==> config.mk <==
export PLATFORM = sky130hd
export DESIGN_NAME = lsu_mem_arbiter
export DESIGN_NICKNAME = d
export VERILOG_FILES = /design/src/rtl/lsu_mem_arbiter.sv
export SDC_FILE = /design/constraint.sdc
export NUM_CORES = 1
export LEC_CHECK = 0
export CAP_MARGIN = 20
export CORE_MARGIN = 4
export CORE_UTILIZATION = 46
export CTS_CLUSTER_SIZE = 14
export DETAILED_ROUTE_END_ITERATION = 12
export GPL_TIMING_DRIVEN = 0
export PLACE_DENSITY = 0.71
export SLEW_MARGIN = 20
export SYNTH_ARGS = -nofsm -noshare
export SYNTH_HDL_FRONTEND = slang
export SYNTH_SLANG_ARGS = --single-unit
==> constraint.sdc <==
create_clock -name clk -period 7 [get_ports clk]
set_input_delay 1.75 -clock clk [delete_from_list [all_inputs] [get_ports clk]]
set_output_delay 1.75 -clock clk [all_outputs]
set_load 0.02 [all_outputs]
==> src/rtl/lsu_mem_arbiter.sv <==
// lsu_mem_arbiter: shares the LSU data-memory port between loads and an in-order forwarding store buffer
module lsu_mem_arbiter #(
  parameter int SB_DEPTH = 4,
  parameter int STARVE_MAX = 8
) (
  input  logic                      clk,
  input  logic                      rst,
  input  logic                      ld_valid,
  input  logic [31:0]               ld_addr,
  input  logic                      ld_byte,
  input  logic [31:0]               ld_pc,
  output logic                      ld_ready,
  output logic                      ld_done,
  output logic [31:0]               ld_data,
  output logic [31:0]               ld_pc_out,
  output logic                      ld_from_sb,
  input  logic                      st_valid,
  input  logic [31:0]               st_addr,
  input  logic [31:0]               st_data,
  input  logic                      st_byte,
  output logic                      st_ready,
  output logic                      mem_req,
  output logic                      mem_we,
  output logic [31:0]               mem_addr,
  output logic [31:0]               mem_wdata,
  output logic                      mem_byte,
  input  logic                      mem_done,
  input  logic [31:0]               mem_rdata,
  output logic [$clog2(SB_DEPTH):0] sb_count,
  output logic                      sb_empty
);
  localparam int PW = $clog2(SB_DEPTH);
  localparam int SW = $clog2(STARVE_MAX + 1);
  typedef enum logic [1:0] {IDLE, LD_WAIT, ST_WAIT} state_t;
  state_t state, state_d;
  logic [31:0] sb_addr [SB_DEPTH];
  logic [31:0] sb_data [SB_DEPTH];
  logic [SB_DEPTH-1:0] sb_byte;
  logic [PW-1:0] head, tail, idx;
  logic [SW-1:0] starve;
  logic [31:0] lat_pc, hit_data, fwd_data;
  logic [1:0] hit_lo;
  logic hit, hit_byte, fwd, conflict, sb_full, idle, fwd_go, st_go, ld_go, push, pop, done_evt;

  function automatic logic [31:0] sext_byte(input logic [31:0] w, input logic [1:0] a);
    logic [7:0] b;
    b = w[{a, 3'b000} +: 8];
    return {{24{b[7]}}, b};
  endfunction

  assign sb_full = sb_count == (PW+1)'(SB_DEPTH);
  assign sb_empty = sb_count == '0;
  assign st_ready = !sb_full;
  assign push = st_valid && st_ready;
  assign pop = state == ST_WAIT && mem_done;
  assign done_evt = state != IDLE && mem_done;
  assign fwd = hit && (ld_byte ? (!hit_byte || hit_lo == ld_addr[1:0]) : (!hit_byte && ld_addr[1:0] == 2'b00));
  assign conflict = hit && !fwd;
  assign fwd_data = ld_byte ? sext_byte(hit_data, hit_byte ? 2'b00 : ld_addr[1:0]) : hit_data;

  always_comb begin
    hit = 1'b0;
    hit_lo = '0;
    hit_data = '0;
    hit_byte = 1'b0;
    idx = '0;
    for (int i = 0; i < SB_DEPTH; i++) begin
      idx = head + PW'(i);
      if (i < int'(sb_count) && sb_addr[idx][31:2] == ld_addr[31:2]) begin
        hit = 1'b1;
        hit_lo = sb_addr[idx][1:0];
        hit_data = sb_data[idx];
        hit_byte = sb_byte[idx];
      end
    end
  end

  always_comb begin
    idle = state == IDLE && !rst;
    fwd_go = idle && ld_valid && fwd;
    st_go = idle && !fwd_go && !sb_empty && (sb_full || conflict || starve == SW'(STARVE_MAX) || !ld_valid);
    ld_go = idle && ld_valid && !fwd_go && !st_go;
    ld_ready = fwd_go || ld_go;
    state_d = st_go ? ST_WAIT : ld_go ? LD_WAIT : done_evt ? IDLE : state;
  end

  always_ff @(posedge clk) begin
    state <= rst ? IDLE : state_d;
  end

  always_ff @(posedge clk) begin
    if (push) begin
      sb_addr[tail] <= st_addr;
      sb_data[tail] <= st_data;
      sb_byte[tail] <= st_byte;
    end
  end

  always_ff @(posedge clk) begin
    if (rst) begin
      head <= '0;
      tail <= '0;
      sb_count <= '0;
      starve <= '0;
      lat_pc <= '0;
      mem_req <= 1'b0;
      mem_we <= 1'b0;
      mem_addr <= '0;
      mem_wdata <= '0;
      mem_byte <= 1'b0;
      ld_done <= 1'b0;
      ld_data <= '0;
      ld_pc_out <= '0;
      ld_from_sb <= 1'b0;
    end else begin
      head <= pop ? head + PW'(1) : head;
      tail <= push ? tail + PW'(1) : tail;
      sb_count <= sb_count + (PW+1)'(push) - (PW+1)'(pop);
      starve <= st_go ? '0 : (ld_go && !sb_empty && starve != SW'(STARVE_MAX)) ? starve + SW'(1) : starve;
      ld_done <= fwd_go || (state == LD_WAIT && mem_done);
      if (fwd_go) begin
        ld_data <= fwd_data;
        ld_pc_out <= ld_pc;
        ld_from_sb <= 1'b1;
      end else if (state == LD_WAIT && mem_done) begin
        ld_data <= mem_byte ? sext_byte(mem_rdata, mem_addr[1:0]) : mem_rdata;
        ld_pc_out <= lat_pc;
        ld_from_sb <= 1'b0;
      end
      if (st_go) begin
        mem_req <= 1'b1;
        mem_we <= 1'b1;
        mem_addr <= sb_addr[head];
        mem_wdata <= sb_data[head];
        mem_byte <= sb_byte[head];
      end else if (ld_go) begin
        mem_req <= 1'b1;
        mem_we <= 1'b0;
        mem_addr <= ld_addr;
        mem_wdata <= '0;
        mem_byte <= ld_byte;
        lat_pc <= ld_pc;
      end else if (done_evt) begin
        mem_req <= 1'b0;
      end
    end
  end
endmodule

# Yosys cells after proc, flatten, opt, wreduce, memory -nomap -nowiden
# Memories as Yosys holds them, arrays and structs flattened. A register that Yosys moved wholly into a read port is not among the register bits.
# Cells that the tools add are included.
totals:
  register_bits: 182
  latch_bits: 0
  ram_bits: 256
  mem_bits_ro: 0
  in_bits: 167
  out_inout_bits: 139
  word_cells: 152
  mem_count: 2
mem_list:
  columns: ["name", "depth", "word_bits", "rd", "rd_ports_with_merged_regs", "wr", "line", "rtl"]
  rows:
  - ["sb_addr", 4, 32, 4, 1, 1, "36", "logic [31:0] sb_addr [SB_DEPTH];"]
  - ["sb_data", 4, 32, 4, 1, 1, "37", "logic [31:0] sb_data [SB_DEPTH];"]
op_classes:
  add_sub_neg: 7
  n_mul: 0
  div: 0
  n_lt_le_gt_ge: 10
  eq_ne: 10
  shifts: 2
  n_mux: 57
  bitwise: 1
  reduce_logical: 46
ops:
  columns: ["op", "count"]
  rows:
  - ["2-to-1 mux 32 bit", 14]
  - ["== test 30 bit", 4]
  - ["variable part select 32 x 6 -> 8 bit", 2]
  - ["2-to-1 mux 1 bit", 25]
  - ["2-to-1 mux 2 bit", 12]
  - ["logical AND 1 bit", 22]
  - ["< comparator 2 x 3 -> 1 bit, second input constant", 5]
  - ["binary-select mux 1 bit (select 2 bit)", 4]
  - ["logical NOT 1 bit", 8]
  - ["nonzero test 2 bit", 4]
  - ["logical OR 1 bit", 6]
  - ["< comparator 1 x 3 -> 1 bit, first input constant", 2]
  - ["< comparator 2 x 3 -> 1 bit, first input constant", 2]
  - ["adder 2 x 1 -> 2 bit, second input constant", 2]
  - ["adder 2 bit, second input constant", 2]
  - ["adder 4 x 1 -> 4 bit, second input constant", 1]
  - ["bitwise mux 4 bit", 1]
  - ["== test 4 bit, second input constant", 1]
  - ["logical NOT 2 bit", 2]
  - ["inequality test 4 bit, second input constant", 1]
  - ["adder 3 x 1 -> 3 bit", 1]
  - ["== test 3 bit, second input constant", 1]
  - ["logical NOT 3 bit", 1]
  - ["nonzero test 3 bit", 1]
  - ["9 further kinds", 9]

# Longest topological paths before layout
# Gate-level depths: netlist (run 1).
# An unclocked memory read counts as a cell.
logic_depth:
  ltp_word: 21
  mapped_depth: 20
  depth_no_buf: 14

# Worst setup path after synthesis (run 1)
# No wires, ideal clock.
synth_timing:
  path_kind: "input to output"
  startpoint: "in ld_addr[30]"
  endpoint: "out ld_ready"
  arrival_time_ns: 4.962
  required_time_ns: 5.250
  path_slack_ns: 0.288
  stages: 14
  path_cell_list: "clkbuf_1 -> nor2_1 -> a221o_1 -> o32a_1 -> or4_4 -> nor2_8 -> mux2i_1 -> or4_1 -> a31oi_2 -> a21oi_2 -> a22oi_2 -> buf_4 -> buf_4 -> nand2_1"
synth_via:
  elab_chain_len: 19
  elab_cells_between_ends: 40
  cone_classes: "eq/ne: 5; mux: 13; reduce/logical: 22"
synth_lines:
  columns: ["element", "line", "rtl"]
  rows:
  - ["from (decl)", "9", "input logic [31:0] ld_addr,"]
  - ["== test 30 bit", "69", "if (i < int'(sb_count) && sb_addr[idx][31:2] == ld_addr[31:2]) begin"]
  - ["logical AND 1 bit", "69", null]
  - ["2-to-1 mux 2 bit / 2-to-1 mux 1 bit (equally long branches) (4 in a row)", "69", null]
  - ["== test 2 bit / logical NOT 1 bit (equally long branches)", "57", "assign fwd = hit && (ld_byte ? (!hit_byte || hit_lo == ld_addr[1:0]) : (!hit_byte && ld_addr[1:0] == 2'b00));"]
  - ["logical OR 1 bit / logical AND 1 bit (equally long branches)", "57", null]
  - ["2-to-1 mux 1 bit", "57", null]
  - ["logical AND 1 bit", "57", null]
  - ["logical NOT 1 bit", "58", "assign conflict = hit && !fwd;"]
  - ["logical AND 1 bit", "58", null]
  - ["logical OR 1 bit (3 in a row)", "81", "st_go = idle && !fwd_go && !sb_empty && (sb_full || conflict || starve == SW'(STARVE_MAX) || !ld_valid);"]
  - ["logical AND 1 bit", "81", null]
  - ["logical NOT 1 bit", "82", "ld_go = idle && ld_valid && !fwd_go && !st_go;"]
  - ["logical AND 1 bit", "82", null]
  - ["logical OR 1 bit (*)", "83", "ld_ready = fwd_go || ld_go;"]
  - ["to (decl)", "12", "output logic ld_ready,"]
# Mark *: on every way between the ends. The rest lies on a longest branch, timed or not.

# Worst setup path in the final report (run 1)
layout_timing:
  startpoint: "in ld_addr[15]"
  endpoint: "out ld_ready"
# Same word-level chain as after synthesis.

==> impl_metrics.ini, run 1 <==
[setup_path]
rr_worst_depth = 20
cp.arrival_ns = 5.14
crit_slowest_cell = a222oi_1
cp_common_cell = buf_6
worst-path-buf-inv = 7
r2r_start = head[0]
cp_cell_sequence = dlygate4sd2_1, clkbuf_8, a222oi_1, nand3_1, nor2_1, o221ai_2, or2_4, buf_6, o311ai_4, o31ai_2, a31oi_2, buf_4, a21oi_4, a22oi_2, buf_6, buf_12, nand2_1, buf_2
r2r_slack_ns = 1.45
crit_path_end_kind = output port
cp_top_family = compound AO/OA/AOI/OAI gates
required_ns = 5.25
worstReg2RegEnd = ld_data[3]
worst_setup_path_start_kind = input port
crit_path_max_fanout = 10
crit_type = input port to output port
cpPeakStageDelay_ns = 0.41

[die]
initial_utilization = 0.466
core_sq_mm = 0.0552
io_pins = 306
num_rows = 86
dieArea_sq_mm = 0.0598
die_h_microns = 244
die_w_microns = 244

[layout]
syn_to_final_growth_pct = 24.1
fin_area_sq_mm = 0.0319
stdcell_count = 3348
nNetsFinal = 2738
antenna_cells = 0
drive_gt1_frac = 0.199
fillCellCount = 4609

[clock_tree]
clock-root-buffer = clkbuf_16
cts_buffers = 48
path_clk_slew_ns = 0.06
clk_latency_ns = 0.62
clock_path_buffers = 3
cts_tree = done
htree_levels = 2
cts_sinks = 440
cts-hold-fix-buffers = 0

[synth]
ys_async_sr_fraction = 0
syn_area_per_cell_sq_um = 11.7
yosys_warnings = 0
synth-edff-count = 260
netlist_top_cells_area = edfxtp_1, dfxtp_1, mux4_2
synth_area_sq_mm = 0.0257
synth_fp_nets = 2379
synth.distinct_cells = 82
syn_inst = 2201
synth-simple-area-share = 0.0789
ys_top_cells_by_count = edfxtp_1, dfxtp_1, mux2i_1
synth_seq_cells = 440
synth_top_area_share = 0.304
synth_most_common_cell = edfxtp_1
synth_top_family_by_area = multiplexers
synthAdderAreaFrac = 0.00564
ys_seq_area_frac = 0.444
synth-compound-area-share = 0.155
muxShareOfSynthArea = 0.227
synth_flop_cell = edfxtp_1
synth-xor-area-share = 0.0392
yosysTopAreaCell = edfxtp_1

[placement]
io_buffers = 288
place_inst = 3241
gp_congestion = 0.981
placed_cell_area_sq_mm = 0.0297
hpwl_microns = 76500

[timing]
fin_setup_tns_ns = 0
setup_viol = 0
slew-limit-headroom = 0.307
slew_violations = 0
fmax_mhz = 145
hold_viol = 0
timing.hold.ws_ns = 0.472
final.min_clock_period_ns = 6.89
worstMarginPinSlew_ns = 1.01
post-route-period-util = 0.985
skew_ns = 0.0406

[routing]
drt_iter0_drc = 2968
route.vias.total = 22000
wl_per_cell_microns = 30.5
wl_microns = 102000
final_antenna_net_count = 0
detail_route.first_pass.iterations = 6
viasPerCell = 6.57
drcViolationCount = 0

[min_path]
hold_path.class = register to register
min_from = ld_data[0]
holdPathStages = 1
holdPathEnd = ld_data[0]

[global_route]
grt_antenna_before_repair = 6
grt_max_degree = 42
grt_pass1_wl_microns = 148000
grt_pass1_vias = 21500
grt_overflow = 0
grtUsageTotal = 0.332

[power_and_ir_drop]
p_leak_uw = 0.0108
peakVddDrop_mv = 0.209
finalPower_uw = 8090
pwr_density_cell_mw_per_mm2 = 254

[flow_run]
drv_cap = 0

[status]
status = complete, no violations
-- metrics by stage --
step / setup WS [ns] / utilization
4_1_cts: 0.00147 / 0.572
3_5_place_dp: -2.00 / 0.538
2_1_floorplan: 0.288 / -
5_1_grt: -0.00557 / 0.578
3_3_place_gp: -1.99 / 0.535
6_report: 0.106 / 0.578
-- state kept, by name (all words and copies together), names as in the netlist, 3 cells and up, named ones only --
name	flops
lat_pc	32
ld_data	32
ld_pc_out	32
mem_addr	32
mem_wdata	32
sb_addr	128
sb_byte	4
sb_count	3
sb_data	128
starve	4
-- kinds of logic (layout without fill, tap and decap cells) --
kind of cell    after synthesis  count (layout)
fa+ha+maj                    11              11
simple gates                426             426
buf+inv                     288             687
flops                       440             440
mux                         390             390
xor+xnor                    115             115
compound gates              531             531
-- timing repair --
action,4_1_cts,5_1_grt
setup buffers,10,8
cloned,0,1
pin swaps,15,17
resized for setup,97,85
setup endpoints to repair,1,1
-- worst max path at each step --
stage / endpoint / start / slack, ns / cells after the start
2_1_floorplan: ld_ready / ld_addr[30] / 0.29 / 14
3_3_place_gp: ld_ready / ld_addr[17] / -1.99 / 16
3_5_place_dp: ld_ready / ld_addr[17] / -2.00 / 16
4_1_cts: ld_ready / ld_addr[20] / 0.001 / 17
5_1_grt: ld_ready / register / -0.006 / 17
6_report: ld_ready / ld_addr[15] / 0.11 / 18
-- placed cells by master, fill, tap and decap left out, types with 78 or more instances in the layout --
master / n
mux2i_1: 147
mux4_2: 144
clkbuf_1: 102
nor2_1: 87
nand2_1: 132
dfxtp_1: 180
a21oi_1: 78
mux2_2: 80
edfxtp_1: 260
xnor2_1: 91
clkdlybuf4s50_1: 273
-- report_power, final --
group          switching [uW]  leakage [uW]  total [uW]  internal (uW)
combinational            1350       0.00621        2280            930
sequential                225       0.00385        3300           3070
clock                    1100      0.000751        2520           1420
total                    2670        0.0108        8090           5420
-- final cells by class --
cell class,count,area [sq um],share of cell area
Clock buffer,66,1300,0.0407
Timing Repair Buffer,310,3090,0.0968
Multi-Input combinational cell,1473,13500,0.421
Buffer,205,1160,0.0363
Sequential cell,440,11400,0.358
Inverter,81,317,0.00992
Tap cell,748,936,0.0293
Clock inverter,24,248,0.00776
Timing Repair inverter,1,7.51,0.000235
-- metal layers --
layer / vias to the layer above / GRT usage / share of wire
li1: 9368 / - / -
met1: 11000 / 0.468 / 0.41
met2: 1407 / 0.504 / 0.44
met3: 219 / 0.0912 / 0.12
met4: 6 / 0.0987 / 0.034
met5: - / 0 / 0.00034
Note: power is estimated with default switching activity, not from simulation.
==> run 2: changes to the inputs <==
--- a/config.mk
+++ b/config.mk
@@ -12,7 +12,6 @@
 export DETAILED_ROUTE_END_ITERATION = 12
 export GPL_TIMING_DRIVEN = 0
 export PLACE_DENSITY = 0.71
-export SLEW_MARGIN = 20
 export SYNTH_ARGS = -nofsm -noshare
 export SYNTH_HDL_FRONTEND = slang
 export SYNTH_SLANG_ARGS = --single-unit
==> impl_metrics.ini, run 2 (same netlist as run 1, synthesis figures left out) <==
[status]
status = complete, no violations

[routing]
drcViolationCount = 0
final_antenna_net_count = 0
drt_iter0_drc = 2901
viasPerCell = 6.62
route.vias.total = 22100
detail_route.first_pass.iterations = 6
wl_per_cell_microns = 30.7
wl_microns = 103000

[clock_tree]
clock-root-buffer = clkbuf_16
cts_buffers = 48
path_clk_slew_ns = 0.06
htree_levels = 2
cts_sinks = 440
clk_latency_ns = 0.62
cts-hold-fix-buffers = 0
cts_tree = done
clock_path_buffers = 3

[timing]
slew-limit-headroom = 0.322
worstMarginPinSlew_ns = 0.992
final.min_clock_period_ns = 6.87
post-route-period-util = 0.982
skew_ns = 0.0345
slew_violations = 0
fmax_mhz = 146
hold_viol = 0
layout_setup_ws_ns = 0.127
setup_viol = 0

[global_route]
grt_antenna_before_repair = 4
grtUsageTotal = 0.333
grt_overflow = 0
grt_pass1_vias = 21600
grt_max_degree = 46
grt_pass1_wl_microns = 149000

[power_and_ir_drop]
p_leak_uw = 0.0109
finalPower_uw = 8250
peakVddDrop_mv = 0.202
pwr_density_cell_mw_per_mm2 = 258

[placement]
io_buffers = 288
post-place-ws_ns = -2.00
gp_congestion = 0.981
placed_cell_area_sq_mm = 0.0297
hpwl_microns = 76500

[layout]
fin_area_sq_mm = 0.0320
drive_gt1_frac = 0.199
regArea_sq_mm = 0.0114
antenna_cells = 0
fillCellCount = 4499
fin_util = 0.580
multi_input_area_sq_mm = 0.0134
final_common_cell = clkdlybuf4s50_1
nNetsFinal = 2738
syn_to_final_growth_pct = 24.4
reg_top3 = sb_addr x128, sb_data x128
mostFrequentLayoutCells = clkdlybuf4s50_1, edfxtp_1, dfxtp_1, mux2i_1, mux4_2

[die]
io_pins = 306
die_w_microns = 244
num_rows = 86
initial_utilization = 0.466
core_sq_mm = 0.0552
dieArea_sq_mm = 0.0598
die_h_microns = 244

[setup_path]
worst_setup_path_start_kind = register
required_ns = 5.25
crit_path_end_kind = output port
r2r_start = head[1]
cp.arrival_ns = 5.12
crit_type = register to output port
crit_path_max_fanout = 10
startpoint = head[1]

[min_path]
min_from = ld_data[0]
hold_path.class = register to register

[flow_run]
drv_cap = 0
-- run 2: cell types whose count changed in the layout (fill, tap and decap cells not counted), sizes merged --
cell | before | now
dlygate4sd2 | 2 | 4
inv | 78 | 79
clkinv | 22 | 17
clkdlybuf4s15 | 2 | 1
buf | 127 | 128
bufinv | 3 | 5
clkinvlp | 3 | 2
-- run 2: final timing paths --
| kind | slack (ns) | end | cells past startpoint |
|---|---|---|---|
| hold reg to reg | 0.47 | ld_data[0] | 1 |
| setup / recovery | 0.13 | ld_ready | 19 |
| hold / removal | 0.47 | ld_data[0] | 1 |
| setup reg to reg | 1.41 | ld_data[31] | 15 |
-- run 2: cell type report --
class | count | share of cell area
clock inverter | 22 | 0.00887
multi-input combinational | 1473 | 0.419
timing repair buffer | 310 | 0.0966
sequential | 440 | 0.357
buffer | 206 | 0.0364
tap | 748 | 0.0292
inverter | 81 | 0.0100
clock buffer | 67 | 0.0429
-- run 2: metal layers --
| metal | track usage | part of all wire | up-vias |
|---|---|---|---|
| li1 | - | - | 9381 |
| met1 | 0.469 | 0.41 | 11000 |
| met4 | 0.0987 | 0.031 | 6 |
| met2 | 0.511 | 0.44 | 1506 |
| met5 | 0 | 0.00040 | - |
| met3 | 0.0873 | 0.12 | 211 |
-- run 2: through the flow --
step	std cells	hold slack, ns	TNS [ns]
2_1_floorplan	2201	0.469	0
3_3_place_gp	3237	0.450	-6.83
3_5_place_dp	3241	0.455	-6.44
4_1_cts	3340	0.473	0
5_1_grt	3347	0.489	-0.0178
6_report	3347	0.473	0
-- run 2: worst max-delay path, cell delays in order (launching register included) --
cell,delay [ns]
dfxtp_1,0.44
buf_6,0.27
buf_4,0.34
mux4_2,0.57
xnor2_1,0.29
nand4_1,0.20
nor4_2,0.33
o2111a_2,0.30
buf_6,0.16
buf_6,0.16
nand2_1,0.11
o311ai_4,0.10
o31ai_2,0.11
a31oi_2,0.27
a21oi_4,0.10
a22oi_2,0.26
buf_6,0.15
buf_12,0.09
nand2_1,0.06
buf_4,0.17
-- run 2: report_power, final --
part | internal, uW | switching [uW] | leakage [uW] | total, uW
combinational | 929 | 1350 | 0.00619 | 2280
clock | 1570 | 1110 | 0.000816 | 2670
sequential | 3070 | 225 | 0.00385 | 3300
total | 5570 | 2680 | 0.0109 | 8250
-- run 2: timing repair --
item	in CTS	in global routing
endpoints found under the setup margin	1	1
hold endpoints to repair	0	0
buffers inserted	11	7
gates cloned	0	0
pin swaps	16	14
resized for setup	86	87
